[config.mk]
export PLATFORM = sky130hd
export DESIGN_NAME = sdram_init_monitor
export DESIGN_NICKNAME = d
export VERILOG_FILES = /design/src/rtl/sdram_init_monitor.sv
export SDC_FILE = /design/constraint.sdc
export NUM_CORES = 1
export LEC_CHECK = 0
export CAP_MARGIN = 20
export CORE_MARGIN = 3
export CORE_UTILIZATION = 30
export DETAILED_ROUTE_END_ITERATION = 10
export GPL_TIMING_DRIVEN = 0
export PLACE_DENSITY_LB_ADDON = 0.2
export RECOVER_POWER = 100
export SLEW_MARGIN = 15
export SYNTH_ARGS = -nofsm -noshare
export SYNTH_HDL_FRONTEND = slang
export SYNTH_SLANG_ARGS = --single-unit
[constraint.sdc]
create_clock -name CLK -period 5.41 [get_ports CLK]
set_clock_uncertainty 0.15 [all_clocks]
set_input_delay 0.8115 -clock CLK [delete_from_list [all_inputs] [get_ports CLK]]
set_output_delay 0.8115 -clock CLK [all_outputs]
set_load 0.02 [all_outputs]
[src/rtl/sdram_init_monitor.sv]
// SDRAM power-up sequence checker: PRECHARGE-all, two AUTO REFRESH, LOAD MODE, with tRP/tRC/tMRD gap checks.
// Define SDRAM_MON_EXTRA_REF_EN to accept additional AUTO REFRESH commands while waiting for LOAD MODE.
module sdram_init_monitor #(
  parameter int PWRUP_CYCLES = 10000,
  parameter int TRP_CYCLES   = 1,
  parameter int TRC_CYCLES   = 4,
  parameter int TMRD_CYCLES  = 2
) (
  input  logic        CLK,
  input  logic        RSTn,
  input  logic [3:0]  cmd,
  input  logic [11:0] sdram_addr,
  output logic        dev_ready,
  output logic        init_err,
  output logic [2:0]  err_code,
  output logic [11:0] mode_reg,
  output logic [3:0]  burst_len,
  output logic [1:0]  cas_lat,
  output logic [3:0]  ref_count
);

  localparam int PW = $clog2(PWRUP_CYCLES + 1);
  localparam logic [PW-1:0] PWR_MAX = PW'(PWRUP_CYCLES);
  localparam logic [3:0] TRP_G  = 4'(TRP_CYCLES);
  localparam logic [3:0] TRC_G  = 4'(TRC_CYCLES);
  localparam logic [3:0] TMRD_G = 4'(TMRD_CYCLES);

  localparam logic [3:0] CMD_NOP = 4'b0111;
  localparam logic [3:0] CMD_PRE = 4'b0010;
  localparam logic [3:0] CMD_REF = 4'b0001;
  localparam logic [3:0] CMD_LMR = 4'b0000;

  typedef enum logic [2:0] {
    S_PWRUP, S_WAIT_PRE, S_WAIT_REF1, S_WAIT_REF2, S_WAIT_LMR, S_MRD, S_READY, S_ERROR
  } state_t;

  state_t        state, state_nxt;
  logic [PW-1:0] pwr_cnt;
  logic [3:0]    gap_cnt;

  logic          is_nop, is_pre, is_ref, is_lmr, pwr_done;
  logic          err_set, accept, lmr_take, ref_take, ready_set;
  logic [2:0]    err_val;
  logic          mode_ok;
  logic [3:0]    burst_dec;
  logic [1:0]    cas_dec;

  assign is_nop   = cmd[3] | (cmd == CMD_NOP);
  assign is_pre   = (cmd == CMD_PRE);
  assign is_ref   = (cmd == CMD_REF);
  assign is_lmr   = (cmd == CMD_LMR);
  assign pwr_done = (pwr_cnt == PWR_MAX);

  // Mode register field decode; reserved encodings clear mode_ok
  always_comb begin
    mode_ok   = 1'b1;
    burst_dec = 4'd0;
    cas_dec   = 2'd0;
    case (sdram_addr[2:0])
      3'b000:  burst_dec = 4'd1;
      3'b001:  burst_dec = 4'd2;
      3'b010:  burst_dec = 4'd4;
      3'b011:  burst_dec = 4'd8;
      3'b111:  if (sdram_addr[3]) mode_ok = 1'b0;
      default: mode_ok = 1'b0;
    endcase
    case (sdram_addr[6:4])
      3'b010:  cas_dec = 2'd2;
      3'b011:  cas_dec = 2'd3;
      default: mode_ok = 1'b0;
    endcase
  end

  always_comb begin
    state_nxt = state;
    err_set   = 1'b0;
    err_val   = 3'd0;
    accept    = 1'b0;
    lmr_take  = 1'b0;
    ref_take  = 1'b0;
    ready_set = 1'b0;
    case (state)
      // The edge that first sees the full power-up count already evaluates PRECHARGE
      S_PWRUP, S_WAIT_PRE: begin
        if (state == S_PWRUP && !pwr_done) begin
          if (!is_nop) begin
            state_nxt = S_ERROR; err_set = 1'b1; err_val = 3'd1;
          end
        end else begin
          state_nxt = S_WAIT_PRE;
          if (!is_nop) begin
            if (is_pre && sdram_addr[10]) begin
              state_nxt = S_WAIT_REF1; accept = 1'b1;
            end else if (is_pre) begin
              state_nxt = S_ERROR; err_set = 1'b1; err_val = 3'd7;
            end else begin
              state_nxt = S_ERROR; err_set = 1'b1; err_val = 3'd2;
            end
          end
        end
      end
      S_WAIT_REF1: if (!is_nop) begin
        if (is_ref && gap_cnt >= TRP_G) begin
          state_nxt = S_WAIT_REF2; accept = 1'b1; ref_take = 1'b1;
        end else begin
          state_nxt = S_ERROR; err_set = 1'b1; err_val = is_ref ? 3'd3 : 3'd2;
        end
      end
      S_WAIT_REF2: if (!is_nop) begin
        if (is_ref && gap_cnt >= TRC_G) begin
          state_nxt = S_WAIT_LMR; accept = 1'b1; ref_take = 1'b1;
        end else begin
          state_nxt = S_ERROR; err_set = 1'b1; err_val = is_ref ? 3'd4 : 3'd2;
        end
      end
      S_WAIT_LMR: if (!is_nop) begin
        if (is_lmr) begin
          if (gap_cnt < TRC_G) begin
            state_nxt = S_ERROR; err_set = 1'b1; err_val = 3'd4;
          end else begin
            lmr_take = 1'b1;
            if (mode_ok) begin
              state_nxt = S_MRD; accept = 1'b1;
            end else begin
              state_nxt = S_ERROR; err_set = 1'b1; err_val = 3'd6;
            end
          end
        end
`ifdef SDRAM_MON_EXTRA_REF_EN
        else if (is_ref) begin
          if (gap_cnt >= TRC_G) begin
            accept = 1'b1; ref_take = 1'b1;
          end else begin
            state_nxt = S_ERROR; err_set = 1'b1; err_val = 3'd4;
          end
        end
`endif
        else begin
          state_nxt = S_ERROR; err_set = 1'b1; err_val = 3'd2;
        end
      end
      // gap_cnt restarted at LOAD MODE, so it doubles as the tMRD timer
      S_MRD: begin
        if (!is_nop) begin
          state_nxt = S_ERROR; err_set = 1'b1; err_val = 3'd5;
        end else if (gap_cnt >= TMRD_G) begin
          state_nxt = S_READY; ready_set = 1'b1;
        end
      end
      default: state_nxt = state;
    endcase
  end

  always_ff @(posedge CLK or negedge RSTn) begin
    if (!RSTn) begin
      state     <= S_PWRUP;
      pwr_cnt   <= '0;
      gap_cnt   <= 4'd0;
      dev_ready <= 1'b0;
      init_err  <= 1'b0;
      err_code  <= 3'd0;
      mode_reg  <= 12'd0;
      burst_len <= 4'd0;
      cas_lat   <= 2'd0;
      ref_count <= 4'd0;
    end else begin
      state <= state_nxt;
      if (!pwr_done) pwr_cnt <= pwr_cnt + PW'(1);
      if (accept) gap_cnt <= 4'd1;
      else if (gap_cnt != 4'hF) gap_cnt <= gap_cnt + 4'd1;
      if (err_set) begin
        init_err <= 1'b1;
        err_code <= err_val;
      end
      if (lmr_take) mode_reg <= sdram_addr;
      if (lmr_take && mode_ok) begin
        burst_len <= burst_dec;
        cas_lat   <= cas_dec;
      end
      if (ref_take && ref_count != 4'hF) ref_count <= ref_count + 4'd1;
      if (ready_set) dev_ready <= 1'b1;
    end
  end

endmodule

Yosys cells after proc, flatten, opt, wreduce, memory -nomap -nowiden:

Index checks and enable logic that the tools add are counted.

* output and inout bits: 27
* bits in registers: 48

* order comparisons: 4
* multiplexer cells: 72
* equal/unequal tests: 22
* add/subtract/negate cells: 3
* reduce and logical (&&, ||, !) cells: 16
* bitwise gates (word level): 1

Operators by type and width (number)
* two-way mux 3 bit: 23
* two-way mux 1 bit: 34
* case mux 3 bit (5 select lines): 2
* == test 3 x 2 -> 1 bit, second input constant: 6
* case mux 4 bit (4 select lines): 1
* adder 14 x 1 -> 14 bit, second input constant: 1
* == test 14 bit, second input constant: 1
* two-way mux 2 bit: 5
* == test 3 bit, second input constant: 3
* adder 4 x 1 -> 4 bit, second input constant: 2
* two-way mux 4 bit: 2
* inequality test 4 bit, second input constant: 2
* == test 3 x 1 -> 1 bit, second input constant: 2
* logical AND 1 bit: 6
* zero test 3 bit: 2
* inequality test 2 bit, second input constant: 3
* inequality test 3 bit, second input constant: 2
* AND reduction 6 bit: 1
* case mux 1 bit (5 select lines): 1
* nonzero test 5 bit: 1
* == test 4 x 1 -> 1 bit, second input constant: 1
* == test 4 x 2 -> 1 bit, second input constant: 1
* == test 4 x 3 -> 1 bit, second input constant: 1
* >= comparator 4 x 1 -> 1 bit, second input constant: 1
* other kinds (12): 14

Longest topological paths before layout:

Gate-level depths: netlist (run 1).

* depth in word-level cells: 10
* gate-level depth with buffers: 8

Worst setup path before layout (run 1):

OpenSTA, ideal clock, no wires.

* path kind: input to register
* from: input cmd[3]
* to: register ref_count[1]
* stages: 4
* buffers on the path: 0
* slack: 3.214 ns
* data arrival time: 1.921 ns
* required time: 5.135 ns
* cells stage by stage: nor4b_1 -> and2_2 -> nand3_2 -> mux2_2

* cells in the longest elaborated chain, start to end: 6

RTL lines
* start: declaration: line 11 `input logic [3:0] cmd,`
* == test 4 x 1 -> 1 bit: line 50 `assign is_ref = (cmd == CMD_REF);`
* logical AND 1 bit (on tied branches): line 110, 103
* two-way mux 1 bit (on tied branches): line 110, 103
* two-way mux 1 bit (on tied branches): line 109, 102
* case mux 1 bit (2 select lines) (*): line 82 `case (state)`
* logical AND 1 bit (*): line 180 `if (ref_take && ref_count != 4'hF) ref_count <= ref_count + 4'd1;`
* end signal: assignment: line 180
* end: declaration: line 19 `output logic [3:0] ref_count`

Every way passes the cells marked *; elsewhere a longest branch is shown, timed or not.
A chain may end at the register's enable or synchronous reset.

Worst setup path in the final report (run 1):

* from: input cmd[3]
* to: register burst_len[0]

* cells in the longest elaborated chain, start to end: 5

RTL lines
* == test 4 x 3 -> 1 bit or zero test 4 bit (tied branches): line 48, 51
* bitwise OR 1 bit or two-way mux 1 bit (tied branches): line 48, 117
* two-way mux 1 bit (*): line 116 `S_WAIT_LMR: if (!is_nop) begin`
* two-way mux 1 bit (*): line 82
* logical AND 1 bit (*): line 176 `if (lmr_take && mode_ok) begin`
* end signal: assignment: line 177 `burst_len <= burst_dec;`
* end: declaration: line 17 `output logic [3:0] burst_len,`

Marked as above.

==> metrics, run 1 <==
Largest delay share family, worst path=simple AND/OR/NAND/NOR gates; CTS resizes=0; Final Hold Vio Count=0; GR peak layer=met2; Remaining DRCs=0; cts hold-fix bufs=0; Crit. End Element=register; Top Ports=45; GR Util met1=17.3%; Post-synth top flop=dfrtp_1; R2R cell count=7; Post-synth EDFFs=0; max reg flops=14; Die ar.=9260 um^2; core area=7810 um^2; largest net degree at the start of global routing=30; met3 Use GR=3.75%; Worst EP arrival=3190 ps; final setup violation count=0; Seq cells post-synth=48; starting density of the core=31.3%; port buffer count=44; Slew @ Worst Pin=1590 ps; Net Count, Synth=253; Mapped Area=2440 um^2; CTS tree=done; synth warn=0; Area growth, synth to finish=25.9%; met2 usage=18.5%; clk_lat worst skew=290 ps; Die W=96.2 um; drt initial violations=136; Synth top area share=49.2%; commonest cells in the netlist=dfrtp_1 (48), nand2_1 (24), nor2_1 (17), mux2_2 (15), nand3_1 (13); antenna viol nets, final=0; worst reg2reg startpoint=pwr_cnt[0]; placed cells=376; Syn Area/Cell=10.7 um^2; status=finished, violations left; layout cell share with drive strength beyond 1=11.0%; initial antenna violation count=0; critical path startpoint category=input port; DP Wirelength=4030 um; # Post-CTS Setup Buffers=0; fin crit share=58.3%; hold path startpoint=dev_ready; Worst Path Buf+Inv=2; post-synth cell types=51; Area contributors post-synth=dfrtp_1 (49%), mux2_2 (6.9%), xnor2_1 (3.9%); post-route setup slack=2260 ps; clk buf depth=2; Max Freq=0.317 GHz; drt first pass iters=4; R2R setup slack=2970 ps; RSZ-0062 raised after global routing=no; cts bufs inserted=5; Synth Instances=229; sequential fraction of the synthesis area=49.2%; final wirelength=5450 um; post-DR vias/cell=4.96; Max FO, Critical Path=10; global-route wire length before repair=8940 um; Yosys top cell by area=dfrtp_1; Async SR Flop Fraction=100%; failing checks=capacitance limit, slew limit; routability congestion estimate=0.834; Die Height=96.2 um; clock sinks=48; Post-Layout Cell Count=384; CTS root buffer=clkbuf_8; max incr delay on CP=640 ps; Clock transition at path regs=90 ps; cell with the most instances after synthesis=dfrtp_1; Wirelength per Cell=14.2 um; Slew Limit Headroom=-6.28%; critical path data required time=5450 ps; row cnt=32; GRT Util Overall=12.4%; Ant. Diodes=0; setup TNS=0 ps; via count=1906; dpl ws=2360 ps; crit path cell chain=dlygate4sd3_1 -> nor4_1 -> nand3_1 -> nand2b_1 -> clkbuf_1 -> o41ai_1; Leak=1.40 nW; P per Cell Area=312 nW/um^2; worst reg2reg path endpoint=err_code[2]; vias in the first global route=1863; hold endpoint=dev_ready; critical path's slowest cell=nor4_1; WS Path Type=input port to register; nets@finish=305; Filler Cell Count=781; final max-slew violation count=30; Finished Core Util=39.4%; grt total ovfl=0; Fin Hold WS=319 ps; minimum clock period=3150 ps; Worst Hold Class=register to register; H-tree depth=2; VDD IR max=0.127 mV; hold depth=2; max cap viols=1
power by group:
group          internal, mW  total (mW)  switching (mW)
logic                 0.120       0.261           0.142
registers             0.397       0.440          0.0437
clock network         0.137       0.257           0.120
total                 0.653       0.959           0.305
area by class of cell:
cell class	count	area [um^2]	area share, %
buffer	8	41.3	1.34
clock buffer	6	72.6	2.36
clock inverter	2	35.0	1.14
inverter	8	30.0	0.977
multi-input combinational	165	1130	36.7
sequential	48	1200	39.1
tap	102	128	4.15
timing repair buffer	45	438	14.2
routing by layer:
metal | part of all wire (%) | wire length, um
met5 | 0 | 0
met4 | 1.2 | 66
met3 | 5.6 | 305
met2 | 44 | 2390
met1 | 49 | 2690
worst max path at each step:
stage,depth (start not counted),start,slack [ps],endpoint
6_report,6,cmd[3],2260,burst_len[0]
5_1_grt,6,cmd[3],1910,burst_len[0]
4_1_cts,7,cmd[3],2670,gap_cnt[2]
2_1_floorplan,4,cmd[3],3210,ref_count[1]
3_3_place_gp,1,RSTn,1880,state[0]
3_5_place_dp,7,cmd[3],2360,gap_cnt[2]
logic make-up after synthesis:
logic type,synth area share [%]
multiplexers,8.15
AND/OR/NAND/NOR,19.7
XOR/XNOR,5.74
AO/OA/AOI/OAI,11.0
buffers and inverters,3.13
adder cells (fa/ha/maj),3.08
flip-flops,49.2
cell usage in the layout, fill, tap and decap left out, types with 3 or more instances in the layout:
| cell | synthesis | final |
|---|---|---|
| clkbuf_8 | 0 | 5 |
| xnor2_1 | 11 | 11 |
| nand4_1 | 3 | 3 |
| nand3b_1 | 3 | 3 |
| nor2_1 | 17 | 17 |
| dfrtp_1 | 48 | 48 |
| nand2_1 | 24 | 24 |
| clkdlybuf4s50_1 | 0 | 15 |
| inv_1 | 8 | 8 |
| dlygate4sd3_1 | 0 | 28 |
| ha_1 | 6 | 6 |
| o21ai_0 | 8 | 9 |
| nand2b_1 | 4 | 4 |
| nor2b_1 | 4 | 4 |
| mux2_2 | 15 | 15 |
| xor2_1 | 5 | 5 |
| mux2i_1 | 3 | 3 |
| clkbuf_1 | 1 | 6 |
| nand3_1 | 13 | 14 |
| nor4b_1 | 3 | 3 |
| nor3_1 | 4 | 4 |
| a21oi_1 | 8 | 8 |
stage by stage:
step           total power [mW]  instance area [um^2]
2_1_floorplan             0.614                  2440
5_1_grt                    1.02                  3070
4_1_cts                   0.981                  3130
3_5_place_dp              0.718                  3020
3_3_place_gp              0.711                  3010
6_report                  0.959                  3070
worst reg2reg max path: stages (launching register included):
cell      delay, ps
dfrtp_1         400
inv_1           100
ha_1            150
nor4bb_1        390
a41oi_2         260
o41ai_1         630
a311o_1         210
a31o_2          100
(Power assumes the default switching activity.)
==> run 2: changes to the inputs <==
clock period = 3.3 ns   (was 5.41 ns; I/O delays follow)
==> metrics, run 2 (same netlist as run 1, synthesis figures left out) <==
worst reg2reg path endpoint=err_code[2]; initial antenna violation count=0 (unchanged); placed cells=376 (unchanged); grt total ovfl=0 (unchanged); final instance area=3090 um^2 (+0.65%); # Post-CTS Setup Buffers=0 (unchanged); post-DR vias/cell=4.97 (+0.16%); final max-slew violation count=0 (-100%); Max FO, Critical Path=10 (unchanged); Ant. Diodes=0 (unchanged); via count=1909 (+0.16%); Worst EP arrival=2660 ps (-530 ps); CTS tree=done; Slew Limit Headroom=20.8% (+27 points); Wirelength per Cell=14.2 um (+0.28%); critical path data required time=3340 ps (-2110 ps); drt first pass iters=4 (unchanged); Fin Hold WS=266 ps (-52.4 ps); critical path's slowest cell=nor4_1; max cap viols=0 (-1); routability congestion estimate=0.834 (unchanged); Seq pwr share=45.9% (about the same); Sw Share=31.9% (+0.037 points); Slew @ Worst Pin=1190 ps (-406 ps); Worst Hold Class=input port to asynchronous set/reset pin; commonest non-fill, non-tap cell in the layout=dfrtp_1; DP Wirelength=4030 um (unchanged); nets@finish=305 (unchanged); max incr delay on CP=630 ps (about the same); commonest cells after routing, fill and taps aside=dfrtp_1 (48), dlygate4sd3_1 (27), nand2_1 (24); final setup violation count=0 (unchanged); Die W=96.2 um (unchanged); status=finished, final reports clean; cts bufs inserted=5 (unchanged); Clock transition at path regs=90 ps (about the same); DP Area=3020 um^2 (unchanged); max reg flops=14 (unchanged); R2R setup slack=860 ps (-2110 ps); minimum clock period=2630 ps; Crit. End Element=register; VDD IR max=0.208 mV (+64%); Top Ports=45 (unchanged); CTS root buffer=clkbuf_8; row cnt=32 (unchanged); vias in the first global route=1863 (unchanged); P per Cell Area=509 nW/um^2 (+63%); antenna viol nets, final=0 (unchanged); port buffer count=44 (unchanged); RSZ-0062 raised after global routing=no; R2R cell count=7 (unchanged); Area growth, synth to finish=26.8%; worst reg2reg startpoint=pwr_cnt[0]; core area=7810 um^2 (unchanged); H-tree depth=2 (unchanged); drt initial violations=135 (-0.74%); layout cell share with drive strength beyond 1=11.7% (+0.71 points); critical path startpoint category=input port; WS Path Type=input port to register; cell-internal power=1.07 mW (+64%); setup TNS=0 ps (unchanged); global-route wire length before repair=8940 um (unchanged); Remaining DRCs=0 (unchanged); dpl ws=567 ps (-1790 ps); Final Hold Vio Count=0 (unchanged); Largest delay share family, worst path=simple AND/OR/NAND/NOR gates; clock sinks=48 (unchanged); Die ar.=9260 um^2 (unchanged); clk buf depth=2 (unchanged); CTS resizes=0 (unchanged); Worst Path Buf+Inv=2 (unchanged); Finished Core Util=39.6% (+0.26 points); crit path cell chain=clkdlybuf4s50_1 -> nor4_1 -> nand3_1 -> clkbuf_1 -> mux2_2; largest net degree at the start of global routing=30 (unchanged); Die Height=96.2 um (unchanged); cts hold-fix bufs=0 (unchanged); post-route setup slack=672 ps (-1590 ps); Max Freq=0.381 GHz; final wirelength=5470 um (+0.28%); Clk pwr share=26.8% (about the same); fin crit share=79.6%; clk_lat worst skew=290 ps (about the same); Post-Layout Cell Count=384 (unchanged); Comb power frac=27.4% (+0.2 points); starting density of the core=31.3% (unchanged); Leak=1.41 nW (+0.78%); Switch Pwr=0.502 mW (+65%); Final Power=1.58 mW (+64%); GRT Util Overall=12.4% (unchanged)
## run 2: cell count changes in the layout (fill, tap and decap cells not counted)
cell,delta
dlygate4sd3_1,-1
clkdlybuf4s50_1,+1
buf_4,+1
clkbuf_1,-2
buf_12,+1
## run 2: worst reg2reg max path, cell delays in order, from the launching register on
cell and delay (ps):
dfrtp_1 400, inv_1 100, ha_1 150, nor4bb_1 390, a41oi_2 260, o41ai_1 630, a311o_1 210, a31o_2 100
## run 2: power by group through the flow
stage	clock network (mW)	registers, mW	logic [mW]
after floorplan	0	0.751	0.256
after global placement	0	0.734	0.432
final	0.422	0.723	0.431
after detailed placement	0	0.734	0.443
after CTS	0.437	0.723	0.448
after global routing	0.459	0.734	0.480
## run 2: final cells by class
| cell class | instances | area [um^2] |
|---|---|---|
| plain buffers | 8 | 45.0 |
| clock buffers | 6 | 72.6 |
| clock inverters | 2 | 35.0 |
| fillers | 777 | 4710 |
| inverters | 8 | 30.0 |
| multi-input cells | 165 | 1130 |
| flip-flops and latches | 48 | 1200 |
| well taps | 102 | 128 |
| repair buffers | 45 | 454 |
## run 2: how the worst max path moves through the flow
stage / startpoint / end / slack [ps] / cells past startpoint
floorplan: pwr_cnt[0] / err_code[0] / 1290 / 7
global placement: RSTn / state[0] / 90 / 1
detailed placement: cmd[3] / gap_cnt[2] / 570 / 7
CTS: cmd[3] / gap_cnt[2] / 870 / 7
global route: cmd[3] / burst_len[0] / 360 / 6
finish: cmd[2] / mode_reg[9] / 670 / 5
## run 2: per-layer routing
| layer | up-vias | share of wire, % | global-route usage [%] | routed length [um] |
|---|---|---|---|---|
| li1 | 914 | - | - | - |
| met1 | 957 | 50 | 17.3 | 2720 |
| met2 | 34 | 44 | 18.5 | 2410 |
| met3 | 4 | 5.0 | 3.75 | 274 |
| met4 | 0 | 1.2 | 3.32 | 66 |
| met5 | - | 0 | 0 | 0 |
